`src/rtl/pipe_stage_chain.sv`:
```
// Elastic pipeline register chain: DEPTH valid/ready stages with bubble collapse and flush.
// Optional destination-hazard compare port built when PIPE_HAZARD_CHECK_EN is defined.

module pipe_stage_chain_chk #(
  parameter int DEPTH = 1,
  parameter int CNT_W = 1
) (
  input logic             clock,
  input logic             reset,
  input logic [DEPTH-1:0] valid_q,
  input logic [CNT_W-1:0] occupancy
);

  // the occupancy counter must always match the number of valid stages
  a_occ_popcount: assert property (@(posedge clock) disable iff (reset)
    occupancy == CNT_W'($countones(valid_q)));

endmodule

module pipe_stage_chain #(
  parameter int DATA_W = 32,
  parameter int DEPTH  = 1,
  parameter int CNT_W  = $clog2(DEPTH + 1)
`ifdef PIPE_HAZARD_CHECK_EN
  ,
  parameter int ADRS_W   = 4,
  parameter int ADRS_LSB = 0,
  parameter int WEN_BIT  = DATA_W - 1
`endif
) (
  input  logic              clock,
  input  logic              reset,
  input  logic              flush,
  input  logic              in_valid,
  output logic              in_ready,
  input  logic [DATA_W-1:0] in_data,
  output logic              out_valid,
  input  logic              out_ready,
  output logic [DATA_W-1:0] out_data,
  output logic [CNT_W-1:0]  occupancy
`ifdef PIPE_HAZARD_CHECK_EN
  ,
  input  logic [ADRS_W-1:0] chk_adrs,
  output logic [DEPTH-1:0]  chk_hit,
  output logic              chk_any,
  output logic [DATA_W-1:0] chk_data
`endif
);

  logic [DEPTH-1:0]  valid_q;
  logic [DATA_W-1:0] data_q    [DEPTH];
  logic [DEPTH:0]    rdy;
  logic [DEPTH-1:0]  src_valid;
  logic [DATA_W-1:0] src_data  [DEPTH];
  logic              in_xfer;
  logic              out_xfer;

  // a stage is ready if it is empty or everything downstream of it can move
  always_comb begin
    logic acc;
    rdy      = '0;
    acc      = out_ready;
    rdy[DEPTH] = out_ready;
    for (int i = DEPTH - 1; i >= 0; i--) begin
      acc    = acc | ~valid_q[i];
      rdy[i] = acc;
    end
  end

  for (genvar g = 0; g < DEPTH; g++) begin : g_src
    if (g == 0) begin : g_head
      assign src_valid[g] = in_valid;
      assign src_data[g]  = in_data;
    end else begin : g_body
      assign src_valid[g] = valid_q[g-1];
      assign src_data[g]  = data_q[g-1];
    end
  end

  assign in_ready  = rdy[0] & ~flush;
  assign out_valid = valid_q[DEPTH-1];
  assign out_data  = data_q[DEPTH-1];
  assign in_xfer   = in_valid & in_ready;
  assign out_xfer  = out_valid & out_ready;

  // stage registers; data only moves when its source is valid to avoid needless toggling
  always_ff @(posedge clock) begin
    if (reset) begin
      valid_q <= '0;
      for (int i = 0; i < DEPTH; i++) begin
        data_q[i] <= '0;
      end
    end else if (flush) begin
      valid_q <= '0;
    end else begin
      for (int i = 0; i < DEPTH; i++) begin
        if (rdy[i]) begin
          valid_q[i] <= src_valid[i];
          if (src_valid[i]) begin
            data_q[i] <= src_data[i];
          end
        end
      end
    end
  end

  // occupancy tracks accepted minus delivered entries
  always_ff @(posedge clock) begin
    if (reset) begin
      occupancy <= '0;
    end else if (flush) begin
      occupancy <= '0;
    end else begin
      occupancy <= occupancy + CNT_W'(in_xfer) - CNT_W'(out_xfer);
    end
  end

`ifdef PIPE_HAZARD_CHECK_EN
  // youngest (lowest-index) hitting stage wins the forwarded payload
  always_comb begin
    chk_hit  = '0;
    chk_data = '0;
    for (int i = 0; i < DEPTH; i++) begin
      chk_hit[i] = valid_q[i] & data_q[i][WEN_BIT] &
                   (data_q[i][ADRS_LSB +: ADRS_W] == chk_adrs);
    end
    for (int i = DEPTH - 1; i >= 0; i--) begin
      chk_data = chk_hit[i] ? data_q[i] : chk_data;
    end
  end

  assign chk_any = |chk_hit;
`endif

  pipe_stage_chain_chk #(
    .DEPTH (DEPTH),
    .CNT_W (CNT_W)
  ) u_chk (
    .clock     (clock),
    .reset     (reset),
    .valid_q   (valid_q),
    .occupancy (occupancy)
  );

endmodule

```
`config.mk`:
```
export PLATFORM = sky130hd
export DESIGN_NAME = pipe_stage_chain
export DESIGN_NICKNAME = d
export VERILOG_FILES = /design/src/rtl/pipe_stage_chain.sv
export SDC_FILE = /design/constraint.sdc
export NUM_CORES = 1
export LEC_CHECK = 0
export BUFFER_PORTS_ARGS = -buffer_cell sky130_fd_sc_hd__buf_2
export CORE_UTILIZATION = 39
export DETAILED_ROUTE_END_ITERATION = 10
export PLACE_DENSITY_LB_ADDON = 0.1
export SYNTH_ARGS = -nofsm -noshare
export SYNTH_HDL_FRONTEND = slang
export SYNTH_SLANG_ARGS = --single-unit
```
`constraint.sdc`:
```
create_clock -name clock -period 1.7 [get_ports clock]
set_input_delay 0.085 -clock clock [delete_from_list [all_inputs] [get_ports clock]]
set_output_delay 0.085 -clock clock [all_outputs]
set_load 0.02 [all_outputs]
```
=== Yosys cells after proc, flatten, opt, wreduce, memory -nomap -nowiden ===
Memory sizes are Yosys's and may differ from the RTL's.
Index checks and enable logic that the tools add are counted.

* Register bits after elaboration: 2
* RAM bits: 32
* Input bits: 37
* Output and inout bits: 35
* Logic and storage cells: 22
* Memories kept: 1

{| class="wikitable"
|+ Memory list
! memory !! depth !! width !! rd ports !! clocked after Yosys merged registers in !! write ports !! RTL line !! text
|-
| data_q || 1 || 32 || 1 || 0 || 1 || 51 || <nowiki>logic [DATA_W-1:0] data_q [DEPTH];</nowiki>
|}

* Add/sub/neg operators: 2
* Mux-type cells: 9
* Bitwise operators: 6
* Reductions and logical operators: 2

{| class="wikitable"
|+ Operator list
! kind !! count
|-
| $mux W32 || 1
|-
| $reduce_or A32 Y1 || 1
|-
| $mux W1 || 8
|-
| $and A1 B1 Y1 || 3
|-
| $not A1 Y1 || 2
|-
| $reduce_or A2 Y1 || 1
|-
| $add A1 B1 Y1 || 1
|-
| $or A1 B1 Y1 || 1
|-
| $sub A1 B1 Y1 || 1
|}

=== Logic depth before layout (Yosys ltp) ===
Gate-level depths: netlist of run 1.

* Word-level depth: 8
* Gate-level depth with buffers: 4
* Mapped depth without buffers: 3

=== Worst setup path before layout of run 1 ===
No wires, ideal clock.

* Kind: register to register
* From: register valid_q, in the netlist out_valid
* To: memory data_q[0][0], enable pin
* Library setup time: 0.388 ns
* Data arrival time: 1.644 ns
* Required time: 1.312 ns
* Setup slack: -0.332 ns
* Stages on the path, launching flop included: 4
* Path buffers: 0
* Period minus slack after synthesis: 2.032 ns
* Path through: dfxtp_1 nor2b_4 nor2_1 a21o_1

* Word-level cells in the longest chain between the ends: 8

{| class="wikitable"
|+ Ends and longest elaborated chain
! item !! RTL line !! text
|-
| from (decl) || 50 || <nowiki>logic [DEPTH-1:0] valid_q;</nowiki>
|-
| from (signal, indexed assignment) || 98 || <nowiki>valid_q[i] <= src_valid[i];</nowiki>
|-
| $not A1 Y1 * || 65 || <nowiki>acc = acc | ~valid_q[i];</nowiki>
|-
| $or A1 B1 Y1 * || 65 ||
|-
| $mux W1 * || 97 || <nowiki>if (rdy[i]) begin</nowiki>
|-
| $mux W1 * || 93 || <nowiki>end else if (flush) begin</nowiki>
|-
| $mux W1 * || 88 || <nowiki>if (reset) begin</nowiki>
|-
| $mux W1 (not written as such) * || 100 || <nowiki>data_q[i] <= src_data[i];</nowiki>
|-
| $reduce_or A32 Y1 (no line) || - ||
|-
| $mux W1 (no line) * || - ||
|-
| to (decl) || 51 ||
|}

Mark *: on every way between the ends. The rest lies on a longest branch, timed or not.

=== Worst setup path after layout of run 1 ===
* From: input flush
* To: memory data_q[0][29], enable pin

* Word-level cells in the longest chain between the ends: 5

{| class="wikitable"
|+ Ends and longest elaborated chain
! item !! RTL line !! text
|-
| from (decl) || 33 || <nowiki>input logic flush,</nowiki>
|-
| $mux W1 * || 93 ||
|-
| $mux W1 * || 88 ||
|-
| $mux W1 (not written as such) * || 100 ||
|-
| $reduce_or A32 Y1 (no line) || - ||
|-
| $mux W1 (no line) * || - ||
|}

Marks and branches as above.

==> results of run 1 <==
stage by stage:
step / hold slack (ns) / std cells / power [mW] / setup slack (ns) / cell area (um2)
2_1_floorplan: 0.162 / 80 / 1.11 / 0.0991 / 1350
3_3_place_gp: 0.327 / 193 / 1.20 / 0.381 / 1750
3_5_place_dp: 0.339 / 193 / 1.21 / 0.299 / 1750
4_1_cts: 0.0165 / 204 / 1.62 / 0.282 / 1830
5_1_grt: 0.00849 / 204 / 1.67 / 0.200 / 1830
6_report: 0.0362 / 204 / 1.59 / 0.287 / 1830
kinds of logic (layout without fill, tap and decap cells):
family,Yosys count,after routing
compound gates,2,2
simple gates,41,41
buf+inv,3,83
flops,34,34
state kept, by name (all words and copies together), names as in the netlist:
| signal | cells |
|---|---|
| data_q | 32 |
| occupancy | 1 |
| out_valid | 1 |
cell usage in the layout (no fill, tap or decap), types with 2 or more instances in the layout:
| cell type | count |
|---|---|
| dfxtp_1 | 2 |
| and2_1 | 11 |
| edfxtp_1 | 32 |
| nor2_1 | 2 |
| dlygate4sd3_1 | 3 |
| and2_2 | 21 |
| buf_2 | 71 |
| clkbuf_4 | 5 |
| nor3_1 | 2 |
routing by layer:
metal / share of wire [%] / up-vias
met5: 0 / -
met4: 1.6 / 0
met3: 9.8 / 6
met2: 50 / 43
met1: 38 / 404
li1: - / 437
report_power, final:
group | internal (mW) | switching (mW)
clock | 0.155 | 0.246
sequential | 0.965 | 0.0103
combinational | 0.0881 | 0.126
total | 1.21 | 0.382
layout make-up:
class | count | share of cell area (%)
flip-flops and latches | 34 | 54.8
well taps | 44 | 3.01
clock inverters | 2 | 0.479
repair buffers | 75 | 21.5
clock buffers | 6 | 2.26
multi-input cells | 43 | 18.0
path summary, 6_finish.rpt:
kind / from / end / slack, ns
setup / recovery: flush / data_q[0][29]$_SDFFCE_PN0P_ / 0.29
hold / removal: in_data[22] / data_q[0][22]$_SDFFCE_PN0P_ / 0.04
setup reg to reg: out_valid$_SDFFE_PP0N_ / data_q[0][29]$_SDFFCE_PN0P_ / 0.30
hold reg to reg: occupancy$_SDFF_PP0_ / occupancy$_SDFF_PP0_ / 0.60
critical path, cell delays in order:
cell and delay, ns:
dlygate4sd3_1 0.55, buf_2 0.16, nor2_1 0.19, a21o_4 0.40
repair_timing:
item	CTS	global route
hold buffers	3	0
hold endpoints to repair	2	0
setup buffers	0	0
==> flow_metrics.env, run 1 <==
export IMPL_status="finished, final reports clean"
export IMPL_multi_input_area_um2=329
export IMPL_ys_ff_latch=34
export IMPL_overflow=0
export IMPL_required_ns=1.69
export IMPL_synth_mux_area_share_pct=0
export IMPL_end_kind="register"
export IMPL_finalMaxSlewViolations=0
export IMPL_clock_sinks=34
export IMPL_insertion_delay_ns=0.32
export IMPL_synth_compound_area_share_pct=0.935
export IMPL_die_y_um=60.6
export IMPL_viasPerCell=4.36
export IMPL_antennaDiodeCount=0
export IMPL_hold_violations=0
export IMPL_wl_per_cell_um=11.4
export IMPL_antenna_found_initial=0
export IMPL_grt_max_degree=33
export IMPL_clock_fmax_mhz=708
export IMPL_start_kind="input pin"
export IMPL_ir_drop_mv=0.514
export IMPL_cts_buffers=5
export IMPL_synth_area_mm2=0.00134
export IMPL_setup_worst_path_class="in2reg"
export IMPL_seq_area_mm2=0.00100
export IMPL_drc_errors=0
export IMPL_synth_xor_area_share_pct=0
export IMPL_grtUsageMet2_pct=23.1
export IMPL_setup_viol=0
export IMPL_dp_hpwl_um=1550
export IMPL_grt_pass1_wl_um=3460
export IMPL_rows=20
export IMPL_synth_common_cells="32 x edfxtp_1, 21 x and2_2, 11 x and2_1"
export IMPL_fin_skew_ns=0.00971
export IMPL_final_setup_tns_ns=0
export IMPL_synth_top_family_by_area="simple AND/OR/NAND/NOR gates"
export IMPL_relSlewSlack_pct=73.6
export IMPL_start_util_pct=42.4
export IMPL_syn2layout_area_growth_pct=36.7
export IMPL_period_share_pct=83.1
export IMPL_gp_congestion=0.639
export IMPL_yosys_area_top_type="edfxtp_1"
export IMPL_min_period_ns=1.41
export IMPL_synth_avg_cell_area_um2=16.7
export IMPL_use_met1_pct=14.5
export IMPL_rsz0062_at_grt="false"
export IMPL_grt_use_total_pct=13.9
export IMPL_synthFlopType="edfxtp_1"
export IMPL_synth_edf_count=32
export IMPL_synth_nets=117
export IMPL_grt_busiest_layer="met2"
export IMPL_tritoncts="built"
export IMPL_cp_max_fo=32
export IMPL_tightest_slew_ns=0.396
export IMPL_route_antenna_remaining_nets=0
export IMPL_synth_area_leaders="edfxtp_1 72%, and2_2 12%, and2_1 5.1%"
export IMPL_drt_iter0_drc=38
export IMPL_fin_util_pct=58.0
export IMPL_synth_warnings=0
export IMPL_drive_gt1_share_pct=65.0
export IMPL_grt_pass1_vias=790
export IMPL_synth_adder_area_share_pct=0
export IMPL_die_w_um=60.6
export IMPL_hold_depth=2
export IMPL_synth_distinct_cells=14
export IMPL_cap_violations=0
export IMPL_layout_nets=196
export IMPL_synth_top_area_share_pct=71.8
export IMPL_gr_usage_met3_pct=6.82
export IMPL_fill_cells=277
export IMPL_syn_instance_count=80
export IMPL_drtPass1Iterations=3
export IMPL_seq_area_frac_synth_pct=74.8
export IMPL_worstPathArrival_ns=1.40
export IMPL_synth_most_common_cell="edfxtp_1"
export IMPL_hp_class="in2reg"
export IMPL_ctsHtreeMaxLevel=2
export IMPL_synthArstFlopShare_pct=0
export IMPL_dieArea_mm2=0.00367
export IMPL_io_pins=72
export IMPL_yosys_area_share_simple_pct=23.1
export IMPL_clock_path_buffers=2
export IMPL_core_area_mm2=0.00315
export IMPL_port_buffers=71
export IMPL_path_clk_slew_ns=0.09
export IMPL_worst_r2r_cell_count=3
export IMPL_wl_um=2320
export IMPL_p_leak_nw=0.864
export IMPL_dr_total_vias=890
export IMPL_post_cts_resized=0
export IMPL_cts_root_buf="clkbuf_4"
export IMPL_power_density_mw_per_mm2=870
Power figures use the tool's default switching activity.
==> run 2: changes to the inputs <==
--- a/config.mk
+++ b/config.mk
@@ -5,8 +5,9 @@
 export SDC_FILE = /design/constraint.sdc
 export NUM_CORES = 1
 export LEC_CHECK = 0
+export ABC_AREA = 1
 export BUFFER_PORTS_ARGS = -buffer_cell sky130_fd_sc_hd__buf_2
-export CORE_UTILIZATION = 39
+export CORE_UTILIZATION = 45
 export DETAILED_ROUTE_END_ITERATION = 10
 export PLACE_DENSITY_LB_ADDON = 0.1
 export SYNTH_ARGS = -nofsm -noshare
==> constraint.sdc (replaced) <==
create_clock -name clock -period 1.3 [get_ports clock]
set_input_delay 0.065 -clock clock [delete_from_list [all_inputs] [get_ports clock]]
set_output_delay 0.065 -clock clock [all_outputs]
set_load 0.02 [all_outputs]
==> run 2 against run 1 <==
Against the previous run:
- non-clock buffer count is 2 higher
- hold slack worse by 0.0084 ns
- synthesized cell count rose by 51%
- critical endpoint is now data_q[0][28]$_SDFFCE_PN0P_
- largest cell class unchanged
- largest power group unchanged
==> flow_metrics.env, run 2 <==
export IMPL_status="finished, final reports clean"
export IMPL_synth_warnings=0
export IMPL_tightest_slew_ns=0.254
export IMPL_start_util_pct=47.8
export IMPL_port_buffers=71
export IMPL_dieArea_mm2=0.00350
export IMPL_critical_path_slowest_cell="dfxtp_1"
export IMPL_cts_hold_buf=2
export IMPL_grt_pass1_wl_um=4070
export IMPL_relSlewSlack_pct=83.0
export IMPL_ir_drop_mv=0.606
export IMPL_required_ns=1.40
export IMPL_cts_root_buf="clkbuf_4"
export IMPL_drc_errors=0
export IMPL_setup_worst_path_class="reg2reg"
export IMPL_ctsHtreeMaxLevel=2
export IMPL_fill_cells=258
export IMPL_final_cell_mix="71 x buf_2, 35 x inv_1, 32 x edfxtp_1"
export IMPL_seq_area_frac_synth_pct=68.0
export IMPL_final_common_cell="buf_2"
export IMPL_yosys_area_top_type="edfxtp_1"
export IMPL_synth_compound_area_share_pct=1.45
export IMPL_insertion_delay_ns=0.33
export IMPL_grt_use_total_pct=16.6
export IMPL_tritoncts="built"
export IMPL_hold_violations=0
export IMPL_synth_xor_area_share_pct=0
export IMPL_synth_area_leaders="edfxtp_1 65%, nor2_2 11%, inv_1 8.9%"
export IMPL_clock_path_buffers=2
export IMPL_synth_distinct_cells=14
export IMPL_start_kind="register"
export IMPL_power_density_mw_per_mm2=1170
export IMPL_wl_um=2540
export IMPL_cts_buffers=5
export IMPL_fin_util_pct=66.0
export IMPL_layout_nets=239
export IMPL_worstPathArrival_ns=1.31
export IMPL_synth_area_mm2=0.00147
export IMPL_overflow=0
export IMPL_crit_chain="nand2_1, nand3_1, nand2_4, buf_12"
export IMPL_finalPower_mw=2.37
export IMPL_synthFlopType="edfxtp_1"
export IMPL_synth_most_common_cell="inv_1"
export IMPL_synth_adder_area_share_pct=0
export IMPL_finalMaxSlewViolations=0
export IMPL_synth_nets=158
export IMPL_largest_reg_flops=32
export IMPL_grt_pass1_vias=1013
export IMPL_rows=20
export IMPL_io_pins=72
export IMPL_synth_top_area_share_pct=65.3
export IMPL_synth_common_cells="35 x inv_1, 32 x edfxtp_1, 27 x nor2_2"
export IMPL_dr_total_vias=1048
export IMPL_drive_gt1_share_pct=56.7
export IMPL_synth_mux_area_share_pct=0
export IMPL_dp_hpwl_um=1900
export IMPL_synth_top_family_by_area="simple AND/OR/NAND/NOR gates"
export IMPL_viasPerCell=4.24
export IMPL_min_period_ns=1.22
export IMPL_clock_fmax_mhz=823
export IMPL_cp_max_fo=17
export IMPL_rsz0062_at_grt="false"
export IMPL_yosys_area_share_simple_pct=19.0
export IMPL_antenna_found_initial=0
export IMPL_gp_congestion=0.678
export IMPL_final_setup_tns_ns=0
export IMPL_post_cts_resized=0
export IMPL_setup_viol=0
export IMPL_die_y_um=59.2
export IMPL_hp_class="in2reg"
export IMPL_crit_buf_inv=1
export IMPL_p_leak_nw=1.05
export IMPL_syn_instance_count=121
export IMPL_clock_sinks=34
export IMPL_synth_edf_count=32
export IMPL_drt_iter0_drc=39
export IMPL_drtPass1Iterations=4
export IMPL_grt_max_degree=18
export IMPL_route_antenna_remaining_nets=0
export IMPL_max_stage_delay_ns=0.47
export IMPL_syn2layout_area_growth_pct=38.0
export IMPL_cap_violations=0
export IMPL_fin_skew_ns=0.00452
export IMPL_end_kind="register"
export IMPL_top_register="data_q"
export IMPL_wl_per_cell_um=10.3
export IMPL_antennaDiodeCount=0
export IMPL_synthArstFlopShare_pct=0
export IMPL_period_share_pct=93.5
export IMPL_die_w_um=59.2
export IMPL_critical_path_top_delay_family="flip-flops"
export IMPL_post_cts_buffers=0
export IMPL_core_area_mm2=0.00308
export IMPL_ys_ff_latch=34
export IMPL_path_clk_slew_ns=0.10
export IMPL_synth_avg_cell_area_um2=12.2
[run 2: cell count changes after synthesis, sizes merged, moves of 3 or more]
| cell | delta |
|---|---|
| and2 | -32 |
| nand3 | +3 |
| buf | +3 |
| clkbuf | -3 |
| nand2 | +7 |
| nor2 | +33 |
| inv | +36 |
[run 2: per-layer routing]
layer	up-vias	part of all wire (%)	routed length, um	track usage, %
li1	527	-	-	-
met1	468	38	954	15.1
met2	46	53	1340	30.5
met3	7	7.1	181	5.24
met4	0	2.4	62	11.9
met5	-	0	0	0
[run 2: worst register-to-register path, stage by stage (launching register included)]
cell     delay (ns)
dfxtp_1        0.47
nand2_1        0.10
nand3_1        0.16
nand2_4        0.09
buf_12         0.16
[run 2: power breakdown]
| part | internal [mW] | leakage, nW | switching [mW] |
|---|---|---|---|
| clock | 0.408 | 0.0395 | 0.336 |
| sequential | 1.26 | 0.362 | 0.0164 |
| combinational | 0.135 | 0.645 | 0.212 |
[run 2: path summary, 6_finish.rpt]
check                         startpoint                     endpoint  slack (ns)  cells after the start
hold reg to reg   out_valid$_SDFFE_PP0N_       out_valid$_SDFFE_PP0N_        0.66                      2
setup / recovery  out_valid$_SDFFE_PP0N_  data_q[0][28]$_SDFFCE_PN0P_        0.08                      4
setup reg to reg  out_valid$_SDFFE_PP0N_  data_q[0][28]$_SDFFCE_PN0P_        0.08                      4
hold / removal               in_data[30]  data_q[0][30]$_SDFFCE_PN0P_        0.03                      3
[run 2: metrics by stage]
stage	worst slack, ns	hold WS (ns)	cells	area (um2)
3_5_place_dp	0.105	0.272	237	1940
3_3_place_gp	0.148	0.267	237	1940
5_1_grt	0.0281	0.00982	247	2030
2_1_floorplan	0.0141	0.142	121	1480
6_report	0.0845	0.0278	247	2030
4_1_cts	0.0898	0.0138	247	2030
[run 2: area by class of cell]
type	count	area, um2	area share (%)
Clock inverter	1	30.0	1.48
Sequential cell	34	1000	49.3
Clock buffer	7	45.0	2.22
Inverter	36	135	6.65
Multi-Input combinational cell	48	309	15.2
Tap cell	44	55.1	2.71
Timing Repair Buffer	77	455	22.4
[run 2: kinds of logic (layout without fill, tap and decap cells)]
| kind of cell | count (synthesis) | after routing |
|---|---|---|
| buffers and inverters | 39 | 121 |
| DFF | 34 | 34 |
| and+or+nand+nor | 46 | 46 |
| AOI/OAI and AO/OA | 2 | 2 |
